### config.mk
export PLATFORM = sky130hd
export DESIGN_NAME = apb_master
export DESIGN_NICKNAME = d
export VERILOG_FILES = /design/src/rtl/apb_pkg.sv /design/src/rtl/apb_addr_decoder.sv /design/src/rtl/apb_master.sv
export SDC_FILE = /design/constraint.sdc
export NUM_CORES = 1
export LEC_CHECK = 0
export ABC_AREA = 1
export BUFFER_PORTS_ARGS = -buffer_cell sky130_fd_sc_hd__buf_2
export CORE_MARGIN = 5
export CORE_UTILIZATION = 35
export DETAILED_ROUTE_END_ITERATION = 8
export MAX_ROUTING_LAYER = met4
export PLACE_DENSITY_LB_ADDON = 0.08
export SYNTH_ARGS = -nofsm -noshare
export SYNTH_HDL_FRONTEND = slang
export SYNTH_SLANG_ARGS = --single-unit
### constraint.sdc
create_clock -name PCLK -period 3.5 [get_ports PCLK]
set_input_delay 0.7 -clock PCLK [delete_from_list [all_inputs] [get_ports PCLK]]
set_output_delay 0.7 -clock PCLK [all_outputs]
set_load 0.005 [all_outputs]
### src/rtl/apb_pkg.sv
// Shared types and constants for the APB3 initiator.
package apb_pkg;

   // Bridge FSM states.
   typedef enum logic [1:0] {
      IDLE   = 2'd0,
      SETUP  = 2'd1,
      ACCESS = 2'd2,
      DECERR = 2'd3
   } apb_state_e;

   // Read data returned on any error completion.
   localparam logic [31:0] APB_ERR_RDATA = 32'h0000_0000;

endpackage

### src/rtl/apb_addr_decoder.sv
// Combinational slot decoder: upper CPU address bits -> {hit, slot index}.
// Only the bits above the slot offset are passed in; the offset never
// affects the decode.
module apb_addr_decoder
   import apb_pkg::*;
#(
   parameter int          NUM_SLAVES = 4,
   parameter logic [31:0] ADDR_BASE  = 32'h1000_0000,
   parameter int          SLOT_BITS  = 12,
   parameter int          SEL_BITS   = $clog2(NUM_SLAVES)
) (
   input  logic [31-SLOT_BITS:0] addr_hi_i,
   output logic                  hit_o,
   output logic [SEL_BITS-1:0]   idx_o
);

   logic        base_match_s;
   logic [31:0] idx_ext_s;

   assign idx_o        = addr_hi_i[SEL_BITS-1:0];
   assign idx_ext_s    = 32'(idx_o);
   assign base_match_s = (addr_hi_i[31-SLOT_BITS:SEL_BITS] == ADDR_BASE[31:SLOT_BITS+SEL_BITS]);
   // Non-power-of-two slot counts leave holes at the top of the window.
   assign hit_o        = base_match_s && (idx_ext_s < 32'(NUM_SLAVES));

endmodule

### src/rtl/apb_master.sv
// APB3 initiator: latches one CPU request, runs SETUP/ACCESS against the
// decoded slot and returns a single-cycle ready pulse with data or error.
module apb_master
   import apb_pkg::*;
#(
   parameter int          NUM_SLAVES     = 4,
   parameter logic [31:0] ADDR_BASE      = 32'h1000_0000,
   parameter int          SLOT_BITS      = 12,
   parameter int          TIMEOUT_CYCLES = 255
) (
   input  logic                    PCLK,
   input  logic                    PRESET,
   input  logic                    transfer,
   input  logic [31:0]             addr,
   input  logic [31:0]             wdata,
   input  logic                    write,
   output logic                    ready,
   output logic [31:0]             rdata,
   output logic                    err,
   output logic [31:0]             PADDR,
   output logic [31:0]             PWDATA,
   output logic                    PWRITE,
   output logic [NUM_SLAVES-1:0]   PSEL,
   output logic                    PENABLE,
   input  logic [32*NUM_SLAVES-1:0] PRDATA_s,
   input  logic [NUM_SLAVES-1:0]   PREADY_s
);

   localparam int                 SEL_BITS = $clog2(NUM_SLAVES);
   localparam int                 CNT_W    = $clog2(TIMEOUT_CYCLES + 1);
   localparam logic [CNT_W-1:0]   CNT_LAST = CNT_W'(TIMEOUT_CYCLES - 1);
   localparam logic [NUM_SLAVES-1:0] SEL_ONE = {{(NUM_SLAVES-1){1'b0}}, 1'b1};

   apb_state_e            state_q, state_d;
   logic [31:0]           paddr_q, paddr_d;
   logic [31:0]           pwdata_q, pwdata_d;
   logic                  pwrite_q, pwrite_d;
   logic [NUM_SLAVES-1:0] psel_q, psel_d;
   logic                  penable_q, penable_d;
   logic [CNT_W-1:0]      cnt_q, cnt_d;

   logic                  dec_hit_s;
   logic [SEL_BITS-1:0]   dec_idx_s;
   logic                  sel_ready_s;
   logic [31:0]           sel_rdata_s;
   logic                  timeout_s;

   apb_addr_decoder #(
      .NUM_SLAVES (NUM_SLAVES),
      .ADDR_BASE  (ADDR_BASE),
      .SLOT_BITS  (SLOT_BITS),
      .SEL_BITS   (SEL_BITS)
   ) u_dec (
      .addr_hi_i (addr[31:SLOT_BITS]),
      .hit_o     (dec_hit_s),
      .idx_o     (dec_idx_s)
   );

   // psel_q is one-hot (or zero), so masking selects the addressed slave only.
   assign sel_ready_s = |(PREADY_s & psel_q);
   assign timeout_s   = (cnt_q == CNT_LAST);

   // AND-OR mux of the selected slave's read data.
   always_comb begin
      sel_rdata_s = 32'h0000_0000;
      for (int i = 0; i < NUM_SLAVES; i++) begin
         sel_rdata_s = sel_rdata_s | (PRDATA_s[32*i +: 32] & {32{psel_q[i]}});
      end
   end

   // Next-state logic for the FSM, request registers, select lines and timeout counter.
   always_comb begin
      state_d   = state_q;
      paddr_d   = paddr_q;
      pwdata_d  = pwdata_q;
      pwrite_d  = pwrite_q;
      psel_d    = psel_q;
      penable_d = penable_q;
      cnt_d     = cnt_q;
      case (state_q)
         IDLE: begin
            if (transfer) begin
               paddr_d  = addr;
               pwdata_d = wdata;
               pwrite_d = write;
               if (dec_hit_s) begin
                  state_d = SETUP;
                  psel_d  = SEL_ONE << dec_idx_s;
               end else begin
                  state_d = DECERR;
               end
            end else begin
               state_d = IDLE;
            end
         end
         SETUP: begin
            state_d   = ACCESS;
            penable_d = 1'b1;
            cnt_d     = {CNT_W{1'b0}};
         end
         ACCESS: begin
            if (sel_ready_s || timeout_s) begin
               state_d   = IDLE;
               psel_d    = {NUM_SLAVES{1'b0}};
               penable_d = 1'b0;
            end else begin
               cnt_d = cnt_q + CNT_W'(1);
            end
         end
         DECERR: begin
            state_d   = IDLE;
            psel_d    = {NUM_SLAVES{1'b0}};
            penable_d = 1'b0;
         end
         default: begin
            state_d   = IDLE;
            psel_d    = {NUM_SLAVES{1'b0}};
            penable_d = 1'b0;
         end
      endcase
   end

   // CPU response; suppressed while reset is asserted so an aborted request never completes.
   always_comb begin
      ready = 1'b0;
      err   = 1'b0;
      rdata = APB_ERR_RDATA;
      if (PRESET) begin
         ready = 1'b0;
      end else begin
         case (state_q)
            ACCESS: begin
               if (sel_ready_s) begin
                  ready = 1'b1;
                  err   = 1'b0;
                  rdata = pwrite_q ? APB_ERR_RDATA : sel_rdata_s;
               end else if (timeout_s) begin
                  ready = 1'b1;
                  err   = 1'b1;
               end else begin
                  ready = 1'b0;
               end
            end
            DECERR: begin
               ready = 1'b1;
               err   = 1'b1;
            end
            default: begin
               ready = 1'b0;
            end
         endcase
      end
   end

   // State and request registers with synchronous reset.
   always_ff @(posedge PCLK) begin
      if (PRESET) begin
         state_q   <= IDLE;
         paddr_q   <= 32'h0000_0000;
         pwdata_q  <= 32'h0000_0000;
         pwrite_q  <= 1'b0;
         psel_q    <= {NUM_SLAVES{1'b0}};
         penable_q <= 1'b0;
         cnt_q     <= {CNT_W{1'b0}};
      end else begin
         state_q   <= state_d;
         paddr_q   <= paddr_d;
         pwdata_q  <= pwdata_d;
         pwrite_q  <= pwrite_d;
         psel_q    <= psel_d;
         penable_q <= penable_d;
         cnt_q     <= cnt_d;
      end
   end

   assign PADDR   = paddr_q;
   assign PWDATA  = pwdata_q;
   assign PWRITE  = pwrite_q;
   assign PSEL    = psel_q;
   assign PENABLE = penable_q;

endmodule

==> run_results.csv, run 1 <==
group,metric,value,unit
run_status,status,"completed",
logic_synthesis,synthCells,604,
worst_setup_path,rr_startpoint,"state_q[1]$_SDFFE_PP0P_",
timing,fin_crit_sh,76.5,%
worst_setup_path,cp-endpoint,"rdata[26]",
clock_tree,ctsHoldBuffers,0,
timing,skew,0.00362,ns
worst_setup_path,crit_type,"register to output port",
logic_synthesis,netlist_area,0.00403,mm^2
worst_setup_path,crit_path_cell_trace,"inv_2, nor2_1, inv_1, nor3_2, o21ai_2, buf_4, a41oi_1, buf_2",
timing,fmax,374,MHz
cells_and_area,seq_area,0.00160,mm^2
power,total_power,2.75,mW
logic_synthesis,syn-num-nets,806,
timing,rsz0062_at_grt,"false",
logic_synthesis,post_synth.cell_area_avg,6.67,um^2
cells_and_area,nets,1086,
route,drt_iter0_drc,288,
logic_synthesis,synth.distinct_cells,28,
route,remaining_drc_errors,0,
placement,numPortBuffers,303,
timing,setup_slack,0.823,ns
route,dr.pass1.iters,5,
worst_setup_path,critPathSlowestCell,"dfxtp_1",
worst_setup_path,rr_endpoint,"PSEL[1]$_SDFFE_PP0P_",
global_route,grt_pass1_vias,4664,
logic_synthesis,synth.most_common_cell,"nor2_1",
clock_tree,cts_tree,"yes",
worst_setup_path,cp_data_required_time,2.80,ns
power,ir_drop,0.000227,V
clock_tree,post_cts_resized,0,
logic_synthesis,async_flop_share,0,%
worst_hold_path,hold_class,"register to register",
floorplan,core-area,0.0114,mm^2
cells_and_area,layout-drive-gt1-share,38.7,%
clock_tree,clockBufferDepth,2,
floorplan,fp.dieW,117,um
clock_tree,clk_latency,0.33,ns
global_route,grt_pass1_wl,23.0,mm
clock_tree,cts_max_level,3,
cells_and_area,fin_util,51.7,%
route,vias,5011,
route,ant_nets,0,
clock_tree,clk_pin_slew_worst_paths,0.06,ns
floorplan,dieArea,0.0137,mm^2
cells_and_area,nFillCells,1175,
logic_synthesis,yosys.area.top_type,"dfxtp_1",
logic_synthesis,netlist.area_leader.share,39.8,%
timing,worst_pin_slew,0.723,ns
global_route,antenna_found_initial,1,
placement,gp_congestion,0.829,
power,p_per_area,467,mW/mm^2
logic_synthesis,yosys_warnings,0,
worst_setup_path,startpoint,"state_q[1]$_SDFFE_PP0P_",
logic_synthesis,synth.area.top_cells,"dfxtp_1 40%, nor2_1 16%, nand2_1 12%, o21ai_0 8.6%, a221oi_1 5.7%",
timing,maxSlewViolCount,0,
clock_tree,cts_buffers,9,
placement,dp_hpwl,12.4,mm
worst_setup_path,cp_max_fo,32,
global_route,track_usage,21.9,%
clock_tree,cts_sinks,80,
clock_tree,cts_root_buf,"clkbuf_16",
logic_synthesis,ys_ff_latch,80,
timing,hold_viol,0,
placement,post-place-ws,0.895,ns
worst_setup_path,critPathArrivalTime,1.98,ns
power,leakage,3.12,nW
route,wl_per_cell,15.5,um
timing,period_needed,2.68,ns
logic_synthesis,synth_edf_count,0,
floorplan,initial_core_util,35.4,%
floorplan,rows,39,
worst_setup_path,regToRegSetupSlack,1.61,ns
cells_and_area,syn2layout_area_growth,46.1,%
timing,final.setup.tns,0,ns
timing,finalSetupViolations,0,
logic_synthesis,synth_common_cells,"168 x nor2_1, 132 x nand2_1, 80 x dfxtp_1, 69 x o21ai_0, 26 x a221oi_1",
worst_setup_path,reg2reg_depth,5,
global_route,overflow,0,
worst_setup_path,start_kind,"register",
worst_setup_path,crit_path_max_incr_delay,0.55,ns
route,wirelength,16.0,mm
floorplan,die_h,117,um
worst_hold_path,min_path_cells,2,
floorplan,io_pins,304,
clock_tree,cts_setup_buffers,0,
route,vias_per_cell,4.85,
cells_and_area,multiInputGateArea,0.00213,mm^2
timing,slew_headroom,51.8,%
worst_setup_path,end_kind,"output port",
logic_synthesis,synth-main-ff-cell,"dfxtp_1",
run,cap_viol_max_count,0,
global_route,grt_max_degree,73,
logic_synthesis,ys_seq_area_share,39.8,%
-- cell families (layout without fill, tap and decap cells) --
group                    Yosys count  after routing  synth area share, %
AO/OA/AOI/OAI                    124            124                 18.9
buffers and inverters             67            352                 7.27
adder cells (fa/ha/maj)            2              2                0.621
other                              0              1                    0
AND/OR/NAND/NOR                  331            331                 33.5
flip-flops                        80             80                 39.8
-- where the power goes --
part	leakage, nW	switching, mW	internal, mW	total (mW)
combinational	2.31	0.412	0.298	0.710
sequential	0.660	0.0740	1.03	1.10
clock	0.146	0.380	0.553	0.933
total	3.12	0.866	1.88	2.75
-- sequential cells by signal (all words and copies together), names as in the netlist --
name,flops
state_q,2
cnt_q,8
PENABLE,1
PWRITE,1
PSEL,4
PWDATA,32
PADDR,32
-- area by class of cell --
class | instances | share of cell area, %
multi-input cells | 457 | 36.3
flip-flops and latches | 80 | 27.2
repair buffers | 311 | 26.8
clock buffers | 9 | 3.83
well taps | 143 | 3.04
inverters | 25 | 1.60
clock inverters | 7 | 1.19
diodes | 1 | 0.0426
-- worst max-delay path: cells and delay by family (launching register included) --
kind                   cells  cell delay (ns)
buffers and inverters      4             0.52
DFF                        1             0.55
and+or+nand+nor            2             0.24
AOI/OAI and AO/OA          2             0.30
-- worst min path at each step --
stage	start	to	slack (ns)
2_1_floorplan	cnt_q[5]$_SDFFE_PP0P_	cnt_q[5]$_SDFFE_PP0P_	0.45
3_3_place_gp	cnt_q[5]$_SDFFE_PP0P_	cnt_q[5]$_SDFFE_PP0P_	0.47
3_5_place_dp	cnt_q[7]$_SDFFE_PP0P_	cnt_q[7]$_SDFFE_PP0P_	0.48
4_1_cts	cnt_q[7]$_SDFFE_PP0P_	cnt_q[7]$_SDFFE_PP0P_	0.48
5_1_grt	cnt_q[5]$_SDFFE_PP0P_	cnt_q[5]$_SDFFE_PP0P_	0.52
6_report	cnt_q[7]$_SDFFE_PP0P_	cnt_q[7]$_SDFFE_PP0P_	0.49
-- per-layer routing --
metal	global-route usage, %	wire length, um	vias to the layer above	share of wire [%]
li1	-	-	2538	-
met1	27.1	6430	2219	40
met2	35.0	7710	226	48
met3	5.45	1520	28	9.5
met4	7.19	350	0	2.2
met5	-	0	-	0
-- layout by cell type, fill, tap and decap left out, types with 2 or more instances in the layout --
master / Yosys / layout
inv_6: 0 / 2
clkbuf_16: 0 / 9
nand2_1: 132 / 132
inv_2: 3 / 3
nor2_1: 168 / 168
buf_4: 2 / 8
dfxtp_1: 80 / 80
buf_2: 15 / 303
clkinv_2: 0 / 3
nor3_1: 4 / 4
nand3_1: 13 / 13
a221oi_1: 26 / 26
o21ai_0: 69 / 69
nor2_4: 2 / 2
a41oi_2: 2 / 2
ha_1: 2 / 2
inv_1: 22 / 22
a41oi_1: 4 / 4
nand2_2: 4 / 4
a21oi_1: 22 / 22
-- per-stage QoR --
stage,hold slack (ns),area (um^2),std cells
6_report,0.486,5880,1033
5_1_grt,0.517,5880,1033
2_1_floorplan,0.452,4030,604
3_5_place_dp,0.476,5580,1016
3_3_place_gp,0.466,5580,1016
4_1_cts,0.485,5880,1032
Power figures use the tool's default switching activity.
==> run 2, diff against run 1 <==
ABC_AREA = 0   (was 1)
CORE_AREA = 5 5 116 118   (was unset)
CORE_MARGIN = unset   (was 5)
CORE_UTILIZATION = unset   (was 35)
DIE_AREA = 0 0 121 123   (was unset)
clock period = 2.5 ns   (was 3.5 ns; I/O delays follow)
==> run 2 against run 1 <==
Sequential power up 27%. Synthesized area down 7.8%. Non-clock buffer count up 4. Hold slack worse by 0.088 ns. Core utilization down 5.0 points. Sequential share of layout area up 0.51 points. Cell count down 7.4%. Register-to-register slack worse by 0.99 ns. Clock skew up 0.0027 ns. Critical endpoint is now rdata[17].
==> run_results.csv, run 2 <==
group,metric,value,unit
timing,maxSlewViolCount,0,
timing,skew,0.00633,ns
route,wirelength,16.9,mm
cells_and_area,nFillCells,1302,
timing,period_needed,2.38,ns
timing,worst_pin_slew,0.850,ns
clock_tree,clockBufferDepth,2,
floorplan,core-area,0.0124,mm^2
worst_setup_path,crit_path_cell_trace,"a22o_1, nor2_1, or4_4, buf_12, a21oi_1, buf_2",
global_route,grt_max_degree,80,
cells_and_area,fin_area,0.00578,mm^2
route,dr.pass1.iters,4,
cells_and_area,final_common_cell,"buf_2",
worst_setup_path,crit_path_max_incr_delay,0.49,ns
power,power.share.sequential,40.8,%
logic_synthesis,synth.area.top_cells,"dfxtp_1 43%, nand2_1 14%, a21oi_1 13%, a22oi_1 13%, clkbuf_1 3.6%",
clock_tree,clk_pin_slew_worst_paths,0.06,ns
floorplan,die_h,123,um
worst_hold_path,worstHoldStart,"wdata[31]",
route,vias,4741,
global_route,grt_pass1_vias,4659,
logic_synthesis,synth-main-ff-cell,"dfxtp_1",
timing,rsz0062_at_grt,"false",
logic_synthesis,netlist_area,0.00371,mm^2
route,remaining_drc_errors,0,
logic_synthesis,synth.distinct_cells,36,
worst_setup_path,start_kind,"register",
power,p_switching,818,uW
logic_synthesis,yosys_warnings,0,
placement,dp_hpwl,13.1,mm
logic_synthesis,synthMuxAreaShare,0.303,%
floorplan,fp.dieW,121,um
logic_synthesis,synthCells,490,
global_route,antenna_found_initial,7,
clock_tree,cts_buffers,9,
power,leakage,2.65,nW
worst_hold_path,hold_class,"input pin to register",
power,power.internal,2.62,mW
run,cap_viol_max_count,0,
worst_setup_path,cp_max_fo,32,
floorplan,initial_core_util,30.0,%
route,drt_iter0_drc,359,
logic_synthesis,netlist.area_leader.share,43.1,%
clock_tree,clk_latency,0.33,ns
timing,hold_viol,0,
logic_synthesis,synth_edf_count,0,
power,p_per_area,595,mW/mm^2
placement,gp_congestion,1.08,
cells_and_area,layout-drive-gt1-share,44.3,%
placement,placed_cell_area,0.00537,mm^2
cells_and_area,layout_common_cells,"303 x buf_2, 137 x nand2_1, 98 x a21oi_1",
placement,numPortBuffers,303,
logic_synthesis,synth_top_family_by_area,"compound AO/OA/AOI/OAI gates",
worst_setup_path,cp_data_required_time,2.00,ns
logic_synthesis,synth_common_cells,"137 x nand2_1, 100 x a21oi_1, 80 x dfxtp_1, 64 x a22oi_1, 36 x clkbuf_1",
cells_and_area,nets,973,
worst_setup_path,rr_startpoint,"PSEL[0]$_SDFFE_PP0P_",
logic_synthesis,ys_ff_latch,80,
floorplan,io_pins,304,
logic_synthesis,synth_compound_area_share,29.8,%
logic_synthesis,yosys.area.top_type,"dfxtp_1",
power,switching_share,23.8,%
floorplan,rows,41,
logic_synthesis,post_synth.cell_area_avg,7.58,um^2
power,clkPwrFrac,44.9,%
cells_and_area,syn2layout_area_growth,55.7,%
logic_synthesis,ys_seq_area_share,43.1,%
timing,final.setup.tns,0,ns
route,vias_per_cell,4.95,
clock_tree,cts_root_buf,"clkbuf_16",
timing,fmax,420,MHz
power,ir_drop,0.000435,V
floorplan,dieArea,0.0149,mm^2
worst_setup_path,crit_type,"register to output port",
worst_setup_path,critPathSlowestCell,"or4_4",
timing,slew_headroom,43.3,%
global_route,grt_pass1_wl,24.7,mm
worst_setup_path,end_kind,"output port",
worst_setup_path,startpoint,"PSEL[1]$_SDFFE_PP0P_",
timing,hold_ws,0.398,ns
logic_synthesis,syn-num-nets,692,
clock_tree,cts_max_level,3,
timing,finalSetupViolations,0,
logic_synthesis,synth-adder-area-share,0.674,%
clock_tree,cts_sinks,80,
logic_synthesis,async_flop_share,0,%
route,wl_per_cell,17.7,um
clock_tree,cts_tree,"yes",
timing,fin_crit_sh,95.2,%
global_route,overflow,0,
power,p_comb_share,14.4,%
global_route,track_usage,22.0,%
route,ant_nets,0,
logic_synthesis,synthSimpleGateAreaFrac,20.8,%
logic_synthesis,synth_xor_area_share,0.236,%
worst_setup_path,critPathArrivalTime,1.88,ns
logic_synthesis,synth.most_common_cell,"nand2_1",
run_status,status,"completed",
## run 2: layout make-up
type,instances,area (um^2),area share [%]
well taps,172,215,3.72
clock inverters,5,103,1.77
multi-input cells,362,1940,33.6
clock buffers,11,253,4.37
repair buffers,315,1630,28.2
diodes,9,22.5,0.390
inverters,3,11.3,0.195
flip-flops and latches,80,1600,27.7
## run 2: metal layers
layer / GRT usage (%) / up-vias / routed length (um)
met5: - / - / 0
met1: 23.4 / 2155 / 6080
met2: 36.5 / 229 / 8570
met3: 7.18 / 44 / 1540
met4: 11.7 / 0 / 733
li1: - / 2313 / -
## run 2: power groups by stage
stage / Clock, mW / Sequential [mW] / Combinational (mW)
after floorplan: 0 / 1.43 / 0.193
after global placement: 0 / 1.43 / 0.489
after detailed placement: 0 / 1.43 / 0.497
after CTS: 1.58 / 1.40 / 0.499
after global routing: 1.64 / 1.41 / 0.553
final: 1.54 / 1.40 / 0.494
## run 2: through the flow
step                setup slack (ns)  power (mW)  util (%)  instances
floorplan                      0.319        1.63         -        490
global placement               0.133        1.92      43.4        930
detailed placement             0.110        1.93      43.4        930
CTS                           0.0176        3.48      46.4        948
global route                 0.00381        3.60      46.7        955
finish                         0.120        3.44      46.8        957
## run 2: kinds of logic (layout without fill, tap and decap cells)
logic type / count (synthesis) / in the layout
flops: 80 / 80
compound gates: 180 / 180
xor+xnor: 1 / 1
buf+inv: 48 / 334
fa+ha+maj: 2 / 2
simple gates: 178 / 178
other cells: 0 / 9
mux: 1 / 1
## run 2: final timing paths
path | end | slack, ns | cells past startpoint
worst max-delay path | rdata[17] | 0.12 | 6
worst min-delay path | PWDATA[31]$_SDFFE_PP0P_ | 0.40 | 3
worst max register to register | cnt_q[7]$_SDFFE_PP0P_ | 0.62 | 6
worst min register to register | PADDR[15]$_SDFFE_PP0P_ | 0.45 | 2
## run 2: worst max-delay path, delay by kind of cell, from the launching register on
kind / cells / cell delay [ns]
flip-flops: 1 / 0.36
buffers and inverters: 2 / 0.31
AND/OR/NAND/NOR: 2 / 0.55
AO/OA/AOI/OAI: 2 / 0.31
## run 2: timing repair
item | in CTS | in global routing
pin swaps | 2 | 0
hold buffers | 0 | 0
setup buffers | 2 | 0
endpoints found under the setup margin | 21 | 27
gates resized for setup | 0 | 6
==> run 3, diff against run 2 <==
ABC_AREA = unset   (was 0)
PLACE_DENSITY = 0.65   (was unset)
PLACE_DENSITY_LB_ADDON = unset   (was 0.08)
==> run 3 against run 2 <==
Clock skew down 0.00095 ns. Non-clock buffer count up 1. Power down 3.4%. Clock-buffer cell count down 1. Combinational power down 1%. Via count down 1.4%. Sequential share of layout area about the same. Highest routed layer unchanged. Maximum frequency down 1.1%. Setup slack worse by 0.027 ns. First-iteration DRC count down 1.7%. Sequential power about the same.
==> run_results.csv, run 3 (synthesis results as in run 2) <==
group,metric,value,unit
clock_tree,clk_latency,0.33,ns
timing,maxSlewViolCount,0,
route,dr.pass1.iters,5,
power,leakage,2.64,nW
route,wl_per_cell,17.6,um
worst_hold_path,hold_class,"input pin to register",
power,switching_share,24.9,%
worst_setup_path,crit_type,"register to output port",
worst_setup_path,end_kind,"output port",
route,vias_per_cell,4.90,
timing,slew_headroom,43.5,%
global_route,track_usage,20.6,%
floorplan,initial_core_util,30.0,%
cells_and_area,layout_common_cells,"303 x buf_2, 137 x nand2_1, 96 x a21oi_1",
route,drt_iter0_drc,353,
floorplan,rows,41,
worst_setup_path,cp_data_required_time,2.00,ns
global_route,grt_pass1_wl,22.9,mm
worst_setup_path,critPathArrivalTime,1.91,ns
timing,rsz0062_at_grt,"false",
clock_tree,cts_buffers,9,
run,cap_viol_max_count,0,
power,p_comb_share,14.7,%
timing,setup_slack,0.0927,ns
timing,period_needed,2.41,ns
global_route,antenna_found_initial,4,
cells_and_area,nets,974,
cells_and_area,layout-drive-gt1-share,44.5,%
timing,finalSetupViolations,0,
power,p_switching,828,uW
timing,skew,0.00538,ns
cells_and_area,syn2layout_area_growth,55.6,%
route,ant_nets,0,
timing,fmax,415,MHz
global_route,grt_pass1_vias,4367,
global_route,grt_max_degree,80,
power,power.share.sequential,42.2,%
clock_tree,clk_pin_slew_worst_paths,0.06,ns
floorplan,core-area,0.0124,mm^2
clock_tree,ctsHoldBuffers,0,
cells_and_area,final_common_cell,"buf_2",
timing,final.setup.tns,0,ns
clock_tree,cts_max_level,3,
clock_tree,cts_sinks,80,
run_status,status,"completed",
floorplan,dieArea,0.0149,mm^2
route,remaining_drc_errors,0,
timing,worst_pin_slew,0.847,ns
timing,fin_crit_sh,96.3,%
power,p_per_area,575,mW/mm^2
floorplan,io_pins,304,
clock_tree,cts_tree,"yes",
floorplan,fp.dieW,121,um
power,ir_drop,0.000472,V
placement,numPortBuffers,303,
worst_setup_path,cp_max_fo,12,
clock_tree,cts_root_buf,"clkbuf_16",
worst_setup_path,start_kind,"register",
global_route,overflow,0,
placement,dp_hpwl,12.8,mm
power,clkPwrFrac,43.1,%
route,wirelength,16.8,mm
timing,hold_viol,0,
placement,post-place-ws,0.0890,ns
power,power.internal,2.49,mW
clock_tree,clockBufferDepth,2,
floorplan,die_h,123,um
route,vias,4673,
placement,gp_congestion,0.898,
timing,hold_ws,0.396,ns
## run 3: cell count changes in the layout (fill, tap and decap cells not counted), sizes merged
cell | previous run | this run
inv | 3 | 4
bufinv | 3 | 2
clkinvlp | 1 | 3
diode | 9 | 4
clkinv | 1 | 0
## run 3: repair_timing
action / CTS / global route
pin swaps: 1 / 3
buffers inserted: 0 / 2
cloned: 0 / 1
endpoints found under the setup margin: 18 / 26
gates resized for setup: 3 / 8
## run 3: path summary, 6_finish.rpt
kind	end	slack, ns	depth (start not counted)	start
min	PWDATA[10]$_SDFFE_PP0P_	0.40	3	wdata[10]
max reg2reg	cnt_q[7]$_SDFFE_PP0P_	0.72	7	cnt_q[0]$_SDFFE_PP0P_
min reg2reg	PADDR[2]$_SDFFE_PP0P_	0.45	2	PADDR[2]$_SDFFE_PP0P_
max	rdata[30]	0.09	6	PSEL[2]$_SDFFE_PP0P_
## run 3: metal layers
layer / part of all wire [%] / global-route usage, % / wire [um]
met5: 0 / - / 0
met4: 3.2 / 8.07 / 535
met3: 10 / 6.45 / 1680
met2: 46 / 32.1 / 7730
met1: 41 / 24.9 / 6870
## run 3: per-stage QoR
stage,instances,total power [mW],util (%),cell area (um^2)
finish,953,3.32,46.7,5780
floorplan,490,1.63,-,3710
detailed placement,930,1.92,43.3,5360
global placement,930,1.92,43.3,5360
CTS,946,3.35,46.1,5700
global route,953,3.46,46.7,5780
## run 3: critical path, cell delays in order, from the launching register on
cell and delay, ns:
dfxtp_1 0.34, a22o_1 0.21, nor2_1 0.09, or4_4 0.49
clkbuf_16 0.21, a21oi_1 0.12, buf_2 0.13
## run 3: cell type report
type | instances | area, um^2
Antenna cell | 4 | 10.0
Sequential cell | 80 | 1600
Timing Repair Buffer | 316 | 1660
Clock inverter | 6 | 91.3
Multi-Input combinational cell | 362 | 1950
Tap cell | 172 | 215
Inverter | 3 | 11.3
Fill cell | 1263 | 6590
Clock buffer | 10 | 239
## run 3: power by group through the flow
stage          combinational (mW)  sequential, mW  clock, mW
3_3_place_gp                0.491            1.43          0
3_5_place_dp                0.494            1.43          0
2_1_floorplan               0.193            1.43          0
5_1_grt                     0.544            1.41       1.51
4_1_cts                     0.497            1.40       1.45
6_report                    0.489            1.40       1.43
